$ cat src/rtl/sysid_pkg.sv
// Shared types and constants for the system ID boot checker.
package sysid_pkg;

    typedef enum logic [2:0] {
        IDLE,
        ISSUE_ID,
        WAIT_ID,
        ISSUE_TS,
        WAIT_TS,
        COMPARE,
        DONE
    } state_t;

    localparam logic SYSID_ADDR_ID = 1'b0;
    localparam logic SYSID_ADDR_TS = 1'b1;

    typedef logic [31:0] sysid_word_t;

endpackage

$ cat src/rtl/sysid_read_sequencer.sv
// Issues one Avalon-MM read and flags the edge at which readdata is valid.
module sysid_read_sequencer
    import sysid_pkg::*;
#(
    parameter int unsigned READ_LATENCY = 1
) (
    input  logic clock,
    input  logic reset_n,
    input  logic launch,
    input  logic launch_addr,
    output logic sysid_address,
    output logic sysid_read,
    output logic sample
);

    localparam logic [3:0] WAIT_LOAD = (READ_LATENCY > 0) ? 4'(READ_LATENCY - 1) : 4'd0;

    logic       waiting;
    logic [3:0] wait_cnt;

    // Zero latency samples in the issue cycle; otherwise when the wait counter expires.
    always_comb begin
        sample = 1'b0;
        if (READ_LATENCY == 0) begin
            sample = sysid_read;
        end else begin
            sample = waiting && (wait_cnt == '0);
        end
    end

    // Read strobe, held address and latency counter.
    always_ff @(posedge clock or negedge reset_n) begin
        if (!reset_n) begin
            sysid_read    <= 1'b0;
            sysid_address <= SYSID_ADDR_ID;
            waiting       <= 1'b0;
            wait_cnt      <= '0;
        end else begin
            sysid_read <= launch;
            if (launch) begin
                sysid_address <= launch_addr;
            end
            if (sysid_read && (READ_LATENCY != 0)) begin
                waiting  <= 1'b1;
                wait_cnt <= WAIT_LOAD;
            end else if (waiting) begin
                if (wait_cnt == '0) begin
                    waiting <= 1'b0;
                end else begin
                    wait_cnt <= wait_cnt - 4'd1;
                end
            end
        end
    end

endmodule

$ cat config.mk
export PLATFORM = sky130hd
export DESIGN_NAME = sysid_read_sequencer
export DESIGN_NICKNAME = d
export VERILOG_FILES = /design/src/rtl/sysid_pkg.sv /design/src/rtl/sysid_read_sequencer.sv
export SDC_FILE = /design/constraint.sdc
export NUM_CORES = 1
export LEC_CHECK = 0
export CAP_MARGIN = 5
export CORE_AREA = 2 2 39 41
export CTS_CLUSTER_SIZE = 24
export DETAILED_ROUTE_END_ITERATION = 10
export DIE_AREA = 0 0 41 43
export RECOVER_POWER = 100
export SLEW_MARGIN = 20
export SYNTH_ARGS = -nofsm -noshare
export SYNTH_HDL_FRONTEND = slang
export SYNTH_SLANG_ARGS = --single-unit
$ cat constraint.sdc
create_clock -name clock -period 1.4 [get_ports clock]
set_input_delay 0.28 -clock clock [delete_from_list [all_inputs] [get_ports clock]]
set_output_delay 0.28 -clock clock [all_outputs]
set_load 0.01 [all_outputs]
* Word level (Yosys, flattened, before mapping)
Cells that the tools add are included.
Cells by class: $add $sub $neg 1, $mul 0, div/mod/pow operators 0, $lt $le $gt $ge 0, equality and inequality tests 1, shifts and indexed selects 0, multiplexer cells 6, bitwise gates (word level) 0, reduce and logical (&&, ||, !) cells 4
Operator list (count):
- two-way mux 4 bit | 3
- zero test 4 bit | 1
- subtractor 4 x 1 -> 4 bit (second input constant) | 1
- two-way mux 1 bit | 3
- != test 2 bit (second input constant) | 1
- AND reduction 2 bit | 1
- nonzero test 2 bit | 1
- logical AND 1 bit | 1
Word-level totals: register bits after elaboration 7, latch bits 0, bits in writable memories 0, ROM bits 0, input port bits 4, output and inout port bits 3, word-level logic and storage cells 16, memories kept 0

* Logic depth before layout (Yosys ltp)
Gate-level depths: netlist (run 1).
word-level depth 4, mapped depth 5, gate-level depth less buffers 5

* Least setup slack after synthesis (run 1)
OpenSTA, ideal clock, no wires.
path kind reg2reg, start register wait_cnt[0], end register wait_cnt[0], setup time 125 ps, data arrival time 1232 ps, required time 1275 ps, path slack 43 ps, stages on the path, launching flop included 6, path buffers 0, period minus slack after synthesis 1357 ps, cells stage by stage dfrtp_1 inv_1 ha_1 nand2b_4 o21a_2 mux2_4
Between the ends: word-level cells in the longest chain between the ends 4, elaborated cells on any way between the ends 7, those cells by class add/sub (1); eq/ne (1); mux (3); reduce/logical (2)
Ends and longest elaborated chain:
- from (decl) | line sysid_read_sequencer.sv:19 | logic [3:0] wait_cnt;
- from (signal assigned) | line sysid_read_sequencer.sv:50 | wait_cnt <= wait_cnt - 4'd1;
- subtractor 4 x 1 -> 4 bit | line sysid_read_sequencer.sv:50
- two-way mux 4 bit | line sysid_read_sequencer.sv:47 | if (wait_cnt == '0) begin
- two-way mux 4 bit | line sysid_read_sequencer.sv:46 | end else if (waiting) begin
- two-way mux 4 bit | line sysid_read_sequencer.sv:43 | if (sysid_read && (READ_LATENCY != 0)) begin
Several ways; a longest one is shown, not always the timed one. The select of a mux whose other input is x is not followed. A chain may end at the register's enable or synchronous reset.

* Worst setup path in the final report (run 1)
start register wait_cnt[1], end output sample
Between the ends: word-level cells in the longest chain between the ends 2
Ends and longest elaborated chain:
- zero test 4 bit | line sysid_read_sequencer.sv:27 | sample = waiting && (wait_cnt == '0);
- logical AND 1 bit | line sysid_read_sequencer.sv:27
- to (decl) | line sysid_read_sequencer.sv:13 | output logic sample
No other way between the ends.

==> flow_metrics.env, run 1 <==
export IMPL_clock_latency_ns=0.24
export IMPL_track_usage=0.101
export IMPL_skew_ns=0.00213
export IMPL_clockRootBuffer="clkbuf_4"
export IMPL_final_setup_tns_ns=-0.115
export IMPL_crit_chain="inv_2 -> ha_4 -> nand2b_4 -> nor3b_2 -> buf_2"
export IMPL_stdcell_count=67
export IMPL_crit_arrival_ns=1.21
export IMPL_gp_congestion=0.688
export IMPL_cts_buffers=3
export IMPL_num_nets_final=58
export IMPL_antenna_found_initial=0
export IMPL_total_power_w=0.000432
export IMPL_fp_dieW_um=41
export IMPL_wl_per_cell_um=10.4
export IMPL_fin_ws_ns=-0.0889
export IMPL_setup_viol=4
export IMPL_final_min_clock_period_ns=1.49
export IMPL_dr_first_iter_drc_count=2
export IMPL_cellPowerDensity_nw_per_um2=770
export IMPL_criticalPathCategory="register to output port"
export IMPL_worstPathMaxFanout=2
export IMPL_slew_headroom=0.782
export IMPL_cts_sinks=7
export IMPL_synth_nets=36
export IMPL_hold_violations=0
export IMPL_timing_hold_ws_ns=0.365
export IMPL_cts_path_max_buffers=2
export IMPL_synthCells=30
export IMPL_synth_seq_area_share=0.490
export IMPL_start_kind="register"
export IMPL_yosys_warnings=0
export IMPL_rsz0062_at_grt="true"
export IMPL_grt_overflow=0
export IMPL_diodes=0
export IMPL_portBuffers=6
export IMPL_core_um2=1380
export IMPL_cp_end_kind="output port"
export IMPL_die_h_um=43
export IMPL_layout_commonest_cell="buf_4"
export IMPL_cp_slowest_stage_delay_ns=0.38
export IMPL_ys_ff_latch=7
export IMPL_ctsHoldBuffers=0
export IMPL_fmax_mhz=672
export IMPL_synth_cell_types=15
export IMPL_min_path_type="input pin to asynchronous set/reset pin"
export IMPL_syn_area_per_cell_um2=11.9
export IMPL_htree_levels=1
export IMPL_start_util=0.259
export IMPL_maxSlewViolCount=0
export IMPL_grt_max_degree=8
export IMPL_place_inst=61
export IMPL_place_ws_ns=-0.401
export IMPL_fin_crit_sh=1.06
export IMPL_vias_per_cell=4.13
export IMPL_drc=0
export IMPL_syn_area_um2=358
export IMPL_crit_path_top_delay_cell="dfrtp_1"
export IMPL_wl_um=696
export IMPL_num_rows=14
export IMPL_ir_drop_v=0.000578
export IMPL_violations="setup timing"
export IMPL_drive_gt1_frac=0.510
export IMPL_worstMarginPinSlew_ns=0.326
export IMPL_crit_family="flip-flops"
export IMPL_ioPinCount=7
export IMPL_hpwl_um=523
export IMPL_p_leak_nw=0.269
export IMPL_final_cell_mix="buf_4, dfrtp_1, nor2_1"
export IMPL_grt_pass1_vias=314
export IMPL_area_growth_syn_to_layout_pct=56.6
export IMPL_crit_buf_inv=2
export IMPL_clkTransAtPathRegs_ns=0.05
export IMPL_max_cap_viol_count=0
export IMPL_status="finished with violations"
export IMPL_vias=277
export IMPL_cts_tree="built"
export IMPL_antenna_left=0
export IMPL_grt_pass1_wl_um=1190
export IMPL_die_area_um2=1760
export IMPL_crit_required_ns=1.12
export IMPL_firstDrtPassIters=2
## per-layer routing
layer	vias to the layer above	global-route usage	wire [um]	part of all wire
met2	7	0.163	377	0.54
met3	0	0.0157	28	0.040
met1	130	0.117	290	0.42
met4	0	0.0600	0	0
li1	140	-	-	-
met5	-	0	0	0
## final timing paths
kind,slack [ns],start,end,depth (start not counted)
max,-0.09,wait_cnt[1]$_DFFE_PN0P_,sample,5
min,0.36,reset_n,sysid_read$_DFF_PN0_,1
max reg2reg,-0.01,wait_cnt[1]$_DFFE_PN0P_,wait_cnt[1]$_DFFE_PN0P_,6
min reg2reg,0.51,sysid_address$_DFFE_PN0P_,sysid_address$_DFFE_PN0P_,1
max in group asynchronous,0.79,reset_n,wait_cnt[1]$_DFFE_PN0P_,1
min in group clock,0.51,sysid_address$_DFFE_PN0P_,sysid_address$_DFFE_PN0P_,1
## where the power goes
part / switching (W) / leakage, nW / internal (W)
combinational: 0.0000180 / 0.163 / 0.0000224
clock: 0.0000714 / 0.0150 / 0.000109
sequential: 0.00000283 / 0.0909 / 0.000208
## kinds of logic after synthesis
family | after synthesis | share of synthesized area
buffers and inverters | 2 | 0.0210
AO/OA/AOI/OAI | 2 | 0.0490
multiplexers | 4 | 0.143
flip-flops | 7 | 0.490
adder cells (fa/ha/maj) | 2 | 0.0699
AND/OR/NAND/NOR | 13 | 0.227
## flip-flops by register name, summed over array words and instances, names as in the netlist
| register | flops |
|---|---|
| wait_cnt | 4 |
| sysid_address | 1 |
| sysid_read | 1 |
| waiting | 1 |
## worst reg2reg max path, delay by kind of cell, from the launching register on
kind,cells,cell delay [ns]
AOI/OAI and AO/OA,1,0.20
adders and majority gates,1,0.15
and+or+nand+nor,1,0.06
buffers and inverters,2,0.21
muxes,1,0.29
DFF,1,0.38
## synthesized netlist by cell type
library cell / count / share of area
or2_1: 1 / 0.017
or3b_1: 1 / 0.024
inv_1: 2 / 0.021
nor3b_1: 1 / 0.021
ha_1: 2 / 0.070
nor4b_2: 1 / 0.042
mux2i_1: 1 / 0.028
nand2_1: 2 / 0.021
nor2_1: 6 / 0.063
nand2b_4: 1 / 0.038
o21a_2: 1 / 0.024
mux2_4: 2 / 0.084
mux2_2: 1 / 0.031
a21oi_2: 1 / 0.024
dfrtp_1: 7 / 0.49
## what timing repair did
| action | in CTS | in global routing |
|---|---|---|
| gates resized for setup | 12 | 0 |
| pin swaps | 1 | 1 |
| setup buffers | 0 | 2 |
| endpoints found under the setup margin | 6 | 3 |
## per-stage QoR
step            util  area, um^2
6_report       0.405         561
5_1_grt        0.405         561
4_1_cts        0.396         548
3_5_place_dp   0.365         505
3_3_place_gp   0.365         505
2_1_floorplan      -         358
## cell type report
class	instances	area [um^2]
fillers	142	823
multi-input cells	21	199
flip-flops and latches	7	175
repair buffers	17	133
clock buffers	4	26.3
well taps	16	20.0
inverters	2	7.51
Note: power is estimated with default switching activity, not from simulation.
==> run 2: changes to the inputs <==
- MAX_ROUTING_LAYER: default -> met4
==> results of run 2 <==
The final DEF is identical to that of run 1; final timing and power are the same.
Among the figures that moved: final weighted congestion in routability-driven placement 0.688 -> 0.695; overall routing resource usage 0.101 -> 0.103
